$ cat config.mk
export PLATFORM = sky130hd
export DESIGN_NAME = hazard_filter_flat
export DESIGN_NICKNAME = d
export VERILOG_FILES = /design/src/rtl/hazard_filter_if.sv /design/src/rtl/hazard_filter.sv /design/src/flat_wrapper.sv
export SDC_FILE = /design/constraint.sdc
export NUM_CORES = 1
export LEC_CHECK = 0
export BUFFER_PORTS_ARGS = -buffer_cell sky130_fd_sc_hd__buf_2
export CAP_MARGIN = 20
export CORE_ASPECT_RATIO = 0.6
export CORE_MARGIN = 4
export CORE_UTILIZATION = 56
export CTS_CLUSTER_SIZE = 16
export DETAILED_ROUTE_END_ITERATION = 7
export HOLD_SLACK_MARGIN = 0.08
export MAX_ROUTING_LAYER = met4
export PLACE_DENSITY = 0.78
export REMOVE_ABC_BUFFERS = 1
export SLEW_MARGIN = 10
export SYNTH_ARGS = -nofsm -noshare
export SYNTH_HDL_FRONTEND = slang
export SYNTH_SLANG_ARGS = --single-unit
$ cat constraint.sdc
create_clock -name clk -period 3.65 [get_ports clk]
set_input_delay 0.73 -clock clk [delete_from_list [all_inputs] [get_ports clk]]
set_output_delay 0.73 -clock clk [all_outputs]
set_load 0.01 [all_outputs]
$ cat src/rtl/hazard_filter_if.sv
// hazard_filter_if: bundles the per-channel data/enable inputs, the global
// controls and the filtered results of hazard_filter into one port.
interface hazard_filter_if #(
  parameter int unsigned NUM_CH = 4,
  parameter int unsigned GCNT_W = 8
);
  logic [NUM_CH-1:0] din;
  logic [NUM_CH-1:0] en;
  logic [1:0]        mode;
  logic              glitch_clr;
  logic [NUM_CH-1:0] flag;
  logic              flag_any;
  logic [GCNT_W-1:0] glitch_cnt;

  // Environment side: drives raw data and controls, observes results.
  modport master (
    output din, en, mode, glitch_clr,
    input  flag, flag_any, glitch_cnt
  );

  // Filter side.
  modport slave (
    input  din, en, mode, glitch_clr,
    output flag, flag_any, glitch_cnt
  );
endinterface

$ cat src/rtl/hazard_filter.sv
// hazard_filter: per-channel synchroniser + stability filter.
// Each raw din bit is synchronised, gated by its enable and only accepted
// once the new value has held for STABLE_CYC consecutive cycles. Changes
// that revert early are discarded and counted as glitches (saturating,
// all channels combined). Results are presented as levels or as
// single-cycle edge pulses depending on the global mode.
module hazard_filter #(
  parameter int unsigned NUM_CH     = 4,
  parameter int unsigned SYNC_STG   = 2,
  parameter int unsigned STABLE_CYC = 4,
  parameter int unsigned GCNT_W     = 8
) (
  input  logic             clk,
  input  logic             rst_n,
  hazard_filter_if.slave   bus
);

  localparam int unsigned CNT_W = $clog2(STABLE_CYC + 1);
  localparam int unsigned PC_W  = $clog2(NUM_CH + 1);
  localparam int unsigned SUM_W = ((GCNT_W > PC_W) ? GCNT_W : PC_W) + 1;

  localparam logic [CNT_W-1:0] CNT_LAST = CNT_W'(STABLE_CYC - 1);
  localparam logic [SUM_W-1:0] GSAT     = SUM_W'({GCNT_W{1'b1}});

  typedef enum logic [1:0] {
    MODE_LEVEL = 2'b00,
    MODE_RISE  = 2'b01,
    MODE_FALL  = 2'b10,
    MODE_ANY   = 2'b11
  } mode_e;

  mode_e mode;
  assign mode = mode_e'(bus.mode);

  // Synchroniser chains: index [SYNC_STG-1] is the settled output stage.
  logic [NUM_CH-1:0][SYNC_STG-1:0] sync_q;
  logic [NUM_CH-1:0]               sync_out;

  // Filter state.
  logic [NUM_CH-1:0]            f_q, f_d;
  logic [NUM_CH-1:0][CNT_W-1:0] cnt_q, cnt_d;
  logic [NUM_CH-1:0]            cond;
  logic [NUM_CH-1:0]            accept;
  logic [NUM_CH-1:0]            glitch;

  // Output state.
  logic [NUM_CH-1:0] flag_q, flag_d;
  logic [GCNT_W-1:0] gcnt_q, gcnt_d;
  logic [PC_W-1:0]   glitch_num;
  logic [SUM_W-1:0]  gsum;

  // Shift each raw data bit through its synchroniser chain.
  always_ff @(posedge clk or negedge rst_n) begin
    if (!rst_n) begin
      sync_q <= '0;
    end else begin
      for (int unsigned i = 0; i < NUM_CH; i++) begin
        sync_q[i] <= {sync_q[i][SYNC_STG-2:0], bus.din[i]};
      end
    end
  end

  // Pick the settled stage of every chain and gate it with the enable.
  always_comb begin
    sync_out = '0;
    for (int unsigned i = 0; i < NUM_CH; i++) begin
      sync_out[i] = sync_q[i][SYNC_STG-1];
    end
    cond = sync_out & bus.en;
  end

  // Stability filter: count cycles of disagreement, accept on the
  // STABLE_CYC-th one, flag a glitch when agreement returns early.
  always_comb begin
    f_d    = f_q;
    cnt_d  = cnt_q;
    accept = '0;
    glitch = '0;
    for (int unsigned i = 0; i < NUM_CH; i++) begin
      if (cond[i] == f_q[i]) begin
        cnt_d[i]  = '0;
        glitch[i] = (cnt_q[i] != '0);
      end else if (cnt_q[i] == CNT_LAST) begin
        f_d[i]    = cond[i];
        cnt_d[i]  = '0;
        accept[i] = 1'b1;
      end else begin
        cnt_d[i] = cnt_q[i] + CNT_W'(1);
      end
    end
  end

  // Output encoding: pulses are derived from this cycle's accept events,
  // so a mode change alone never produces a pulse.
  always_comb begin
    flag_d = '0;
    case (mode)
      MODE_LEVEL: flag_d = f_d;
      MODE_RISE:  flag_d = accept & f_d;
      MODE_FALL:  flag_d = accept & ~f_d;
      MODE_ANY:   flag_d = accept;
      default:    flag_d = '0;
    endcase
  end

  // Glitch accounting: add this cycle's glitching channels, saturate,
  // and let a clear override anything counted in the same cycle.
  always_comb begin
    glitch_num = '0;
    for (int unsigned i = 0; i < NUM_CH; i++) begin
      glitch_num = glitch_num + PC_W'(glitch[i]);
    end
    gsum = SUM_W'(gcnt_q) + SUM_W'(glitch_num);
    if (bus.glitch_clr) begin
      gcnt_d = '0;
    end else if (gsum > GSAT) begin
      gcnt_d = '1;
    end else begin
      gcnt_d = gsum[GCNT_W-1:0];
    end
  end

  // Register filter state and outputs.
  always_ff @(posedge clk or negedge rst_n) begin
    if (!rst_n) begin
      f_q    <= '0;
      cnt_q  <= '0;
      flag_q <= '0;
      gcnt_q <= '0;
    end else begin
      f_q    <= f_d;
      cnt_q  <= cnt_d;
      flag_q <= flag_d;
      gcnt_q <= gcnt_d;
    end
  end

  assign bus.flag       = flag_q;
  assign bus.flag_any   = |flag_q;
  assign bus.glitch_cnt = gcnt_q;

endmodule

$ cat src/flat_wrapper.sv
// flat-port wrapper written by rule: the top's interface ports become plain ports
module hazard_filter_flat 
#(
  parameter int unsigned NUM_CH     = 4,
  parameter int unsigned SYNC_STG   = 2,
  parameter int unsigned STABLE_CYC = 4,
  parameter int unsigned GCNT_W     = 8
)
  (clk, rst_n, bus_din, bus_en, bus_mode, bus_glitch_clr, bus_flag, bus_flag_any, bus_glitch_cnt);
  hazard_filter_if #(.NUM_CH(NUM_CH), .GCNT_W(GCNT_W)) bus_i ();
  input  logic clk;
  input  logic rst_n;
  input wire logic [$bits(bus_i.din)-1:0] bus_din;
  input wire logic [$bits(bus_i.en)-1:0] bus_en;
  input wire logic [$bits(bus_i.mode)-1:0] bus_mode;
  input wire logic [$bits(bus_i.glitch_clr)-1:0] bus_glitch_clr;
  output wire logic [$bits(bus_i.flag)-1:0] bus_flag;
  output wire logic [$bits(bus_i.flag_any)-1:0] bus_flag_any;
  output wire logic [$bits(bus_i.glitch_cnt)-1:0] bus_glitch_cnt;
  assign bus_i.din = bus_din;
  assign bus_i.en = bus_en;
  assign bus_i.mode = bus_mode;
  assign bus_i.glitch_clr = bus_glitch_clr;
  assign bus_flag = bus_i.flag;
  assign bus_flag_any = bus_i.flag_any;
  assign bus_glitch_cnt = bus_i.glitch_cnt;
  hazard_filter #(.NUM_CH(NUM_CH), .SYNC_STG(SYNC_STG), .STABLE_CYC(STABLE_CYC), .GCNT_W(GCNT_W)) u_core (.clk(clk), .rst_n(rst_n), .bus(bus_i));
endmodule
Word level (Yosys, flattened, before mapping)
Index checks and enable logic that the tools add are counted.
{ "totals": {"reg_bits": 36, "input_bits": 13, "output_inout_bits": 13, "elab_cells": 72} }
{ "op_classes": {"add_sub_neg": 8, "magnitude_cmp": 1, "n_eq_ne": 11, "n_mux": 31, "bitwise_logic": 4, "n_reduce_logical": 6} }
{ "ops": {"columns": ["operator", "count"], "rows": [
  ["2-to-1 mux 3 bit", 8],
  ["2-to-1 mux 1 bit", 20],
  ["2-to-1 mux 8 bit", 2],
  ["one-hot mux 4 bit (4 select lines)", 1],
  ["adder 3 x 1 -> 3 bit, second input constant", 4],
  ["bitwise AND 4 bit", 3],
  ["== test 3 x 2 -> 1 bit, second input constant", 4],
  ["nonzero test 3 bit", 4],
  ["adder 8 x 3 -> 9 bit", 1],
  ["> comparator 9 x 8 -> 1 bit, second input constant", 1],
  ["adder 3 x 1 -> 3 bit", 2],
  ["== test 1 bit", 4],
  ["== test 2 bit, second input constant", 2],
  ["NOT 4 bit", 1],
  ["OR reduction 4 bit", 1],
  ["adder 1 x 1 -> 2 bit", 1],
  ["== test 2 x 1 -> 1 bit, second input constant", 1],
  ["zero test 2 bit", 1]
]} }

Depth between registers and ports, before layout
Gate-level depths: netlist of the first run.
{ "depth": {"ltp_word": 10, "mapped_depth": 11} }

Worst setup path after synthesis of the first run
OpenSTA, ideal clock, no wires.
{ "synth_path": {"path_kind": "input to register", "startpoint": "input bus_en[0]", "endpoint": "register u_core.gcnt_q[6] (netlist: u_core.bus.glitch_cnt[6])", "setup_ps": 86, "arrival_ps": 3322, "required_ps": 3564, "slack_ps": 242, "path_stages": 11, "n_path_buf": 0, "path_cell_list": "nand2_1 xnor2_1 a21boi_0 ha_1 fa_1 ha_1 fa_1 a21oi_1 nor2_1 and4b_1 nor3_1"} }
{ "synth_via": {"elab_chain_len": 10} }
{ "synth_lines": {"columns": ["element", "line_no", "rtl"], "rows": [
  ["from (decl)", "flat_wrapper.sv:14", "input wire logic [$bits(bus_i.en)-1:0] bus_en;"],
  ["bitwise AND 4 bit *", "hazard_filter.sv:69", "cond = sync_out & bus.en;"],
  ["== test 1 bit *", "hazard_filter.sv:80", "if (cond[i] == f_q[i]) begin"],
  ["2-to-1 mux 1 bit *", "hazard_filter.sv:80", null],
  ["adder 1 x 1 -> 2 bit *", "hazard_filter.sv:111", "glitch_num = glitch_num + PC_W'(glitch[i]);"],
  ["adder 3 x 1 -> 3 bit * (2 in a row)", "hazard_filter.sv:111", null],
  ["adder 8 x 3 -> 9 bit *", "hazard_filter.sv:113", "gsum = SUM_W'(gcnt_q) + SUM_W'(glitch_num);"],
  ["> comparator 9 x 8 -> 1 bit", "hazard_filter.sv:116", "end else if (gsum > GSAT) begin"],
  ["2-to-1 mux 8 bit *", "hazard_filter.sv:116", null],
  ["2-to-1 mux 8 bit *", "hazard_filter.sv:114", "if (bus.glitch_clr) begin"],
  ["named net u_core.gcnt_d[6]", "hazard_filter.sv:48", "logic [GCNT_W-1:0] gcnt_q, gcnt_d;"],
  ["to (signal assigned)", "hazard_filter.sv:134", "gcnt_q <= gcnt_d;"],
  ["to (decl)", "hazard_filter.sv:48", null]
]} }
Mark *: on every way through the listed nets, which the timed path passes. The rest lies on a longest branch.

Worst setup path after layout of the first run
Same ends and word-level chain as after synthesis.

==> flow_metrics.tcl, run 1 <==
set metrics [dict create \
    fin_skew_ns 0.0104 \
    gp_congestion 0.893 \
    yosys.area.top_type "dfrtp_1" \
    intPower_mw 0.873 \
    io_pins 26 \
    cp.required_ns 3.83 \
    ys_top_cells_by_area "dfrtp_1 (50%), ha_1 (11%), inv_1 (4.4%)" \
    synth_common_cells "dfrtp_1 (36), inv_1 (21), ha_1 (16)" \
    r2r-start "u_core.sync_out[0]$_DFF_PN0_" \
    grt_pass1_wl_um 5790 \
    synth_area_mm2 0.00180 \
    yosysMostFrequentCell "dfrtp_1" \
    drc 0 \
    critPathKind "in2reg" \
    setup_tns_ns 0 \
    critPathTopFamily "adder cells" \
    synth_xor_area_share_pct 3.41 \
    synth.avg_cell_area_um2 11.2 \
    crit_path_top_delay_cell "fa_1" \
    cts_buffers 5 \
    cts_tree "yes" \
    avgViaCountPerCell 5.20 \
    setup_violations 0 \
    muxShareOfSynthArea_pct 3.06 \
    die_w_um 81.1 \
    crit_cells 12 \
    drt-initial-drc-count 55 \
    dp_worst_setup_slack_ns 0.0230 \
    cts_buffer_depth 2 \
    post_cts.repair.setup_buffers 0 \
    relSlewSlack_pct 48.2 \
    wl_um 3380 \
    dieArea_mm2 0.00421 \
    critPathLaunchType "input port" \
    drt_pass1_iterations 4 \
    crit_fanout 4 \
    num_vias 1233 \
    r2r-end "u_core.bus.glitch_cnt[6]$_DFF_PN0_" \
    max-vdd-ir-drop_uv 339 \
    p_total_mw 1.36 \
    hold_depth 0 \
    synth_top_cell_area_share_pct 50.1 \
    combPwrFrac_pct 41.3 \
    start_util_pct 60.6 \
    path_buf_inv 1 \
    max_freq_ghz 0.294 \
    drt-wirelength-per-cell_um 14.3 \
    rsz0062_at_grt "false" \
    antennaDiodeCount 0 \
    min_period_ns 3.40 \
    antenna_left 0 \
    antenna_found_initial 0 \
    coreArea_mm2 0.00297 \
    synth_edf_count 0 \
    synthAdderAreaFrac_pct 13.4 \
    synth_top_family_by_area "simple AND/OR/NAND/NOR gates" \
    hold_start "u_core.sync_q[0]$_DFF_PN0_" \
    yosysWarnings 0 \
    netSwitchingFraction_pct 35.9 \
    post-route-period-util_pct 93.2 \
    worstMarginPinSlew_ns 0.777 \
    cts_resized 0 \
    hold_path_class "reg2reg" \
    p_clk_share_pct 20.1 \
    grt-ovfl-total 0 \
    status "completed" \
    cp-startpoint "bus_en[0]" \
    cts_hold_buf 0 \
    path_clk_slew_ns 0.08 \
    clockRootBuffer "clkbuf_8" \
    maxSlewViolCount 0 \
    io_buffers 25 \
    synth_cells 160 \
    ys_seq_area_share_pct 50.1 \
    rows 15 \
    dp_hpwl_um 2620 \
    critPathMaxStageDelay_ns 0.43 \
    power.switching_mw 0.489 \
    synthDistinctLibCells 28 \
    synth_ff_type "dfrtp_1" \
    grt_pass1_vias 1242 \
    clkLatencyLatePin_ns 0.29 \
    grt_start_max_net_pins 37 \
    cts_sinks 36 \
    cp.arrival_ns 3.59 \
    grt.total_usage_pct 19.1 \
    hold_viol 0 \
    synthToLayoutAreaGrowth_pct 15.8 \
    ys_seq_elements 36 \
    p_leak_nw 1.03 \
    die_h_um 51.9 \
    synth-simple-area-share_pct 16.2 \
    powerDensity_mw_per_mm2 654 \
    htreeDepth 2 \
    rr_worst_depth 11 \
    synth_compound_area_share_pct 9.19 \
    crit_chain "buf_2 > nand2_1 > xnor2_1 > a21boi_0 > ha_1 > fa_1 > ha_1 > fa_1 > a21oi_1 > nor2_1 > and4b_1 > nor3_1" \
    final_nets 225 \
    seqPwrFrac_pct 38.7 \
    cp-end-kind "flip-flop" \
    max-cap-violations 0 \
    drive_gt1_share_pct 23.6 \
    async_reset_ff_share_pct 100 \
    fin_ws_ns 0.247 \
    r2r_slack_ns 0.41 \
    min_to "u_core.sync_out[0]$_DFF_PN0_" \
]
[power groups by stage]
stage	clock (mW)	combinational (mW)	sequential, mW
floorplan	0	0.377	0.534
global placement	0	0.517	0.530
detailed placement	0	0.556	0.535
CTS	0.279	0.566	0.528
global route	0.299	0.623	0.538
finish	0.273	0.562	0.527
[worst max-delay path by stage]
stage / endpoint / slack [ns]
after CTS: u_core.bus.glitch_cnt[6]$_DFF_PN0_ / 0.30
final: u_core.bus.glitch_cnt[6]$_DFF_PN0_ / 0.25
after global routing: u_core.bus.glitch_cnt[6]$_DFF_PN0_ / 0.02
after global placement: u_core.bus.glitch_cnt[6]$_DFF_PN0_ / 0.14
after floorplan: u_core.bus.glitch_cnt[6]$_DFF_PN0_ / 0.24
after detailed placement: u_core.bus.glitch_cnt[6]$_DFF_PN0_ / 0.02
[metal layers]
| metal | GRT usage [%] | vias to the layer above | routed length [µm] |
|---|---|---|---|
| li1 | - | 611 | - |
| met3 | 5.88 | 4 | 198 |
| met2 | 27.9 | 33 | 1510 |
| met5 | - | - | 0 |
| met4 | 5.90 | 0 | 24 |
| met1 | 25.8 | 585 | 1650 |
[cell usage in the layout (no fill, tap or decap), drive strengths merged, types with 2 or more instances in the layout]
cell,instances
fa,2
a21boi,4
a221o,4
inv,21
ha,16
nor2,7
clkbuf,5
a211oi,3
nor3,10
nor4,5
nor2b,9
dfrtp,36
o21ai,4
nand2,10
mux2i,4
a21oi,9
buf,28
clkinv,3
nand2b,2
xnor2,6
[flip-flops by register name, indices dropped and copies added (netlist names)]
register               cells
u_core.sync_q              4
u_core.f_q                 4
u_core.sync_out            4
u_core.cnt_q              12
u_core.bus.flag            4
u_core.bus.glitch_cnt      8
[cell families after synthesis]
kind of cell             after synthesis
XOR/XNOR                               7
buffers and inverters                 22
AO/OA/AOI/OAI                         25
adder cells (fa/ha/maj)               18
flip-flops                            36
multiplexers                           4
AND/OR/NAND/NOR                       48
[layout make-up]
class / count / area (µm²)
clock buffer: 5 / 68.8
clock inverter: 3 / 18.8
fill: 235 / 885
inverter: 21 / 78.8
multi-input combinational: 102 / 813
sequential: 36 / 901
tap: 42 / 52.6
timing repair buffer: 28 / 148
[stage by stage]
stage | hold slack [ns] | cell area (µm²) | std cells | util [%]
finish | 0.353 | 2080 | 237 | 70.2
CTS | 0.354 | 2080 | 237 | 70.2
detailed placement | 0.337 | 1990 | 229 | 67.2
global placement | 0.332 | 1990 | 229 | 67.2
global route | 0.366 | 2080 | 237 | 70.2
floorplan | 0.331 | 1790 | 159 | -
Power figures use the tool's default switching activity.
==> run 2: changes to the inputs <==
CTS_BUF_LIST = sky130_fd_sc_hd__clkbuf_4   (was default)
==> flow_metrics.tcl, run 2 (synthesis gave the netlist of run 1 again) <==
set metrics [dict create \
    largest-register "u_core.cnt_q" \
    grt_start_max_net_pins 37 \
    critPathKind "in2reg" \
    dpl.cell_count 229 \
    grt_pass1_vias 1228 \
    layout_common_cells "dfrtp_1 (36), buf_2 (25), inv_1 (21)" \
    cts_buffers 5 \
    grt_pass1_wl_um 5670 \
    cts_tree "yes" \
    critPathLaunchType "input port" \
    min_period_ns 3.28 \
    largest_reg_flops 12 \
    final_area_mm2 0.00205 \
    power.switching_mw 0.481 \
    p_clk_share_pct 16.3 \
    avgViaCountPerCell 5.24 \
    cts_resized 0 \
    grt_use_met1_pct 25.6 \
    fin_ws_ns 0.371 \
    rows 15 \
    max-vdd-ir-drop_uv 285 \
    setup_tns_ns 0 \
    post-route-period-util_pct 89.8 \
    max-cap-violations 0 \
    worstMarginPinSlew_ns 0.789 \
    cts_sinks 36 \
    fin_cells 237 \
    seqPwrFrac_pct 40.7 \
    layout_commonest_cell "dfrtp_1" \
    powerDensity_mw_per_mm2 631 \
    io_pins 26 \
    hold_viol 0 \
    start_util_pct 60.6 \
    final_nets 225 \
    hold_path_class "reg2reg" \
    met2_usage_pct 26.4 \
    grt-ovfl-total 0 \
    num_vias 1242 \
    antenna_left 0 \
    setup_violations 0 \
    dp_worst_setup_slack_ns 0.0230 \
    combPwrFrac_pct 43.1 \
    intPower_mw 0.813 \
    drc 0 \
    antenna_found_initial 0 \
    crit_fanout 4 \
    p_total_mw 1.29 \
    fin_skew_ns 0.0216 \
    rsz0062_at_grt "false" \
    die_h_um 51.9 \
    maxSlewViolCount 0 \
    relSlewSlack_pct 47.4 \
    cp.arrival_ns 3.54 \
    post_cts.repair.setup_buffers 0 \
    coreArea_mm2 0.00297 \
    netSwitchingFraction_pct 37.2 \
    path_clk_slew_ns 0.12 \
    drt-wirelength-per-cell_um 14.0 \
    wl_um 3320 \
    drt_pass1_iterations 5 \
    drt-initial-drc-count 38 \
    synthToLayoutAreaGrowth_pct 14.1 \
    cts_buffer_depth 2 \
    clockRootBuffer "clkbuf_4" \
    cp.required_ns 3.91 \
    clkLatencyLatePin_ns 0.35 \
    status "completed" \
    post_dp_cell_area_mm2 0.00199 \
    met3_usage_pct 6.40 \
    max_freq_ghz 0.305 \
    p_leak_nw 1.02 \
    cp-end-kind "flip-flop" \
    gp_congestion 0.893 \
    die_w_um 81.1 \
    htreeDepth 2 \
    dp_hpwl_um 2620 \
    cts_hold_buf 0 \
    holdWs_ns 0.363 \
    grt.total_usage_pct 19.1 \
    drive_gt1_share_pct 23.6 \
    top_usage_layer "met2" \
    io_buffers 25 \
    dieArea_mm2 0.00421 \
    antennaDiodeCount 0 \
    utilization_pct 69.1 \
]
==> run 2: cell counts in the layout (fill, tap and decap cells not counted) <==
Identical to the previous run, type by type.
==> run 2: final timing paths <==
kind	start	end	slack (ns)	cells past startpoint
max in group asynchronous	rst_n	u_core.cnt_q[10]$_DFF_PN0_	2.69	1
worst min register to register	u_core.sync_q[0]$_DFF_PN0_	u_core.sync_out[0]$_DFF_PN0_	0.36	0
worst max-delay path	bus_en[0]	u_core.bus.glitch_cnt[6]$_DFF_PN0_	0.37	12
worst min-delay path	u_core.sync_q[0]$_DFF_PN0_	u_core.sync_out[0]$_DFF_PN0_	0.36	0
min in group asynchronous	rst_n	u_core.cnt_q[0]$_DFF_PN0_	0.45	1
worst max register to register	u_core.sync_out[0]$_DFF_PN0_	u_core.bus.glitch_cnt[6]$_DFF_PN0_	0.45	11
==> run 2: worst max-delay path, cell delays in order <==
cell and delay, ns:
buf_2 0.09, nand2_1 0.12, xnor2_1 0.16, a21boi_0 0.23
ha_1 0.28, fa_1 0.40, ha_1 0.32, fa_1 0.43
a21oi_1 0.26, nor2_1 0.13, and4b_1 0.19, nor3_1 0.19
==> run 2: power by group through the flow <==
| stage | Clock [mW] | Combinational [mW] | Sequential, mW |
|---|---|---|---|
| floorplan | 0 | 0.377 | 0.534 |
| global placement | 0 | 0.517 | 0.530 |
| detailed placement | 0 | 0.556 | 0.535 |
| CTS | 0.216 | 0.563 | 0.527 |
| global route | 0.237 | 0.619 | 0.537 |
| finish | 0.210 | 0.557 | 0.526 |
==> run 2: area by class of cell <==
class	instances	area [µm²]
fillers	243	916
flip-flops and latches	36	901
multi-input cells	102	813
repair buffers	28	148
inverters	21	78.8
well taps	42	52.6
clock buffers	5	37.5
clock inverters	3	18.8
==> run 2: routing by layer <==
layer / vias to the layer above / part of all wire (%)
met3: 10 / 6.7
met2: 39 / 43
met4: 0 / 2.3
li1: 611 / -
met5: - / 0
met1: 582 / 48
==> run 3: changes to the inputs <==
CORE_MARGIN = 2   (was 4)
SETUP_SLACK_MARGIN = 0.02   (was default)
==> flow_metrics.tcl, run 3 (synthesis gave the netlist of run 1 again) <==
set metrics [dict create \
    critPathKind "in2reg" \
    htreeDepth 2 \
    cts_buffers 5 \
    grt_pass1_vias 1186 \
    gp_congestion 0.888 \
    grt.total_usage_pct 21.0 \
    crit_path_top_delay_cell "fa_1" \
    largest_reg_flops 12 \
    synthToLayoutAreaGrowth_pct 15.4 \
    post-route-period-util_pct 90.8 \
    layout_commonest_cell "dfrtp_1" \
    p_leak_nw 1.03 \
    netSwitchingFraction_pct 35.0 \
    setup_violations 0 \
    intPower_mw 0.875 \
    die_h_um 47.9 \
    drive_gt1_share_pct 23.6 \
    p_clk_share_pct 20.8 \
    cp-end-kind "flip-flop" \
    post_dp_cell_area_mm2 0.00199 \
    grt-ovfl-total 0 \
    coreArea_mm2 0.00297 \
    cp.required_ns 3.91 \
    drc 0 \
    clkLatencyLatePin_ns 0.35 \
    rows 15 \
    seqPwrFrac_pct 39.3 \
    drt_pass1_iterations 4 \
    grt_start_max_net_pins 37 \
    io_pins 26 \
    largest-register "u_core.cnt_q" \
    avgViaCountPerCell 5.11 \
    min_period_ns 3.31 \
    utilization_pct 69.9 \
    max-vdd-ir-drop_uv 310 \
    crit_fanout 4 \
    layout_common_cells "dfrtp_1 (36), buf_2 (25), inv_1 (21)" \
    dp_hpwl_um 2440 \
    multi_input_area_um2 813 \
    power.switching_mw 0.471 \
    crit_chain "buf_2 > nand2_1 > xnor2_1 > a21boi_0 > ha_1 > fa_1 > ha_1 > fa_1 > a21oi_1 > nor2_1 > and4b_1 > nor3_1" \
    relSlewSlack_pct 48.7 \
    max_freq_ghz 0.302 \
    dieArea_mm2 0.00369 \
    seqCellArea_um2 901 \
    holdWs_ns 0.361 \
    drt-initial-drc-count 68 \
    clockRootBuffer "clkbuf_4" \
    fin_skew_ns 0.0119 \
    antenna_found_initial 0 \
    path_buf_inv 1 \
    fillers 230 \
    critPathLaunchType "input port" \
    critPathMaxStageDelay_ns 0.43 \
    cp.arrival_ns 3.58 \
    maxSlewViolCount 0 \
    drt-wirelength-per-cell_um 13.2 \
    grt_pass1_wl_um 5430 \
    worstMarginPinSlew_ns 0.769 \
    path_clk_slew_ns 0.11 \
    cts_sinks 36 \
    rsz0062_at_grt "false" \
    status "completed" \
    p_total_mw 1.35 \
    num_vias 1212 \
    hold_viol 0 \
    wl_um 3130 \
    critPathTopFamily "adder cells" \
    combPwrFrac_pct 39.9 \
    powerDensity_mw_per_mm2 649 \
    die_w_um 77.1 \
    antenna_left 0 \
    hold_path_class "reg2reg" \
    final_area_mm2 0.00207 \
    start_util_pct 60.6 \
    antennaDiodeCount 0 \
    max-cap-violations 0 \
    cts_tree "yes" \
    cts_resized 0 \
    io_buffers 25 \
    post_cts.repair.setup_buffers 0 \
    setup_tns_ns 0 \
    final_nets 225 \
    cts_hold_buf 0 \
    cts_buffer_depth 2 \
]
run 3: cell count changes in the layout (fill, tap and decap cells not counted):
cell | previous run | this run
clkinv_2 | 2 | 1
bufinv_16 | 0 | 1
clkinv_4 | 1 | 0
clkinvlp_4 | 0 | 1
run 3: path summary, 6_finish.rpt:
check                                            from                                  to  slack (ns)  depth (start not counted)
setup / recovery                            bus_en[0]  u_core.bus.glitch_cnt[6]$_DFF_PN0_        0.34                         12
hold / removal             u_core.sync_q[0]$_DFF_PN0_        u_core.sync_out[0]$_DFF_PN0_        0.36                          0
setup reg to reg              u_core.f_q[0]$_DFF_PN0_  u_core.bus.glitch_cnt[6]$_DFF_PN0_        0.43                         11
hold reg to reg            u_core.sync_q[0]$_DFF_PN0_        u_core.sync_out[0]$_DFF_PN0_        0.36                          0
max in group asynchronous                       rst_n  u_core.bus.glitch_cnt[1]$_DFF_PN0_        2.71                          1
min in group asynchronous                       rst_n          u_core.sync_q[4]$_DFF_PN0_        0.44                          1
run 3: area by class of cell:
type | count | area share (%)
timing repair buffer | 28 | 7.12
multi-input combinational | 102 | 39.2
clock buffer | 5 | 1.81
tap | 42 | 2.53
sequential | 36 | 43.5
clock inverter | 3 | 2.05
inverter | 21 | 3.80
run 3: power groups by stage:
stage	registers (mW)	logic [mW]	clock network, mW
CTS	0.529	0.542	0.288
global route	0.540	0.629	0.305
finish	0.529	0.537	0.279
floorplan	0.534	0.377	0
detailed placement	0.536	0.535	0
global placement	0.530	0.516	0
run 3: stage by stage:
step	instances	setup WS, ns
6_report	237	0.336
3_3_place_gp	229	0.134
4_1_cts	237	0.370
3_5_place_dp	229	0.00992
2_1_floorplan	159	0.242
5_1_grt	237	0.203
run 3: per-layer routing:
metal | up-vias | GRT usage (%) | part of all wire, %
met1 | 565 | 28.6 | 52
met2 | 21 | 30.3 | 43
met5 | - | - | 0
li1 | 621 | - | -
met4 | 0 | 7.86 | 0.89
met3 | 5 | 5.85 | 4.0
run 3: worst reg2reg max path, stage by stage (launching register included):
cell and delay, ns:
dfrtp_1 0.41, inv_1 0.10, xnor2_1 0.14, a21boi_0 0.30, ha_1 0.30, fa_1 0.40, ha_1 0.33, fa_1 0.43
a21oi_1 0.25, nor2_1 0.13, and4b_1 0.19, nor3_1 0.17
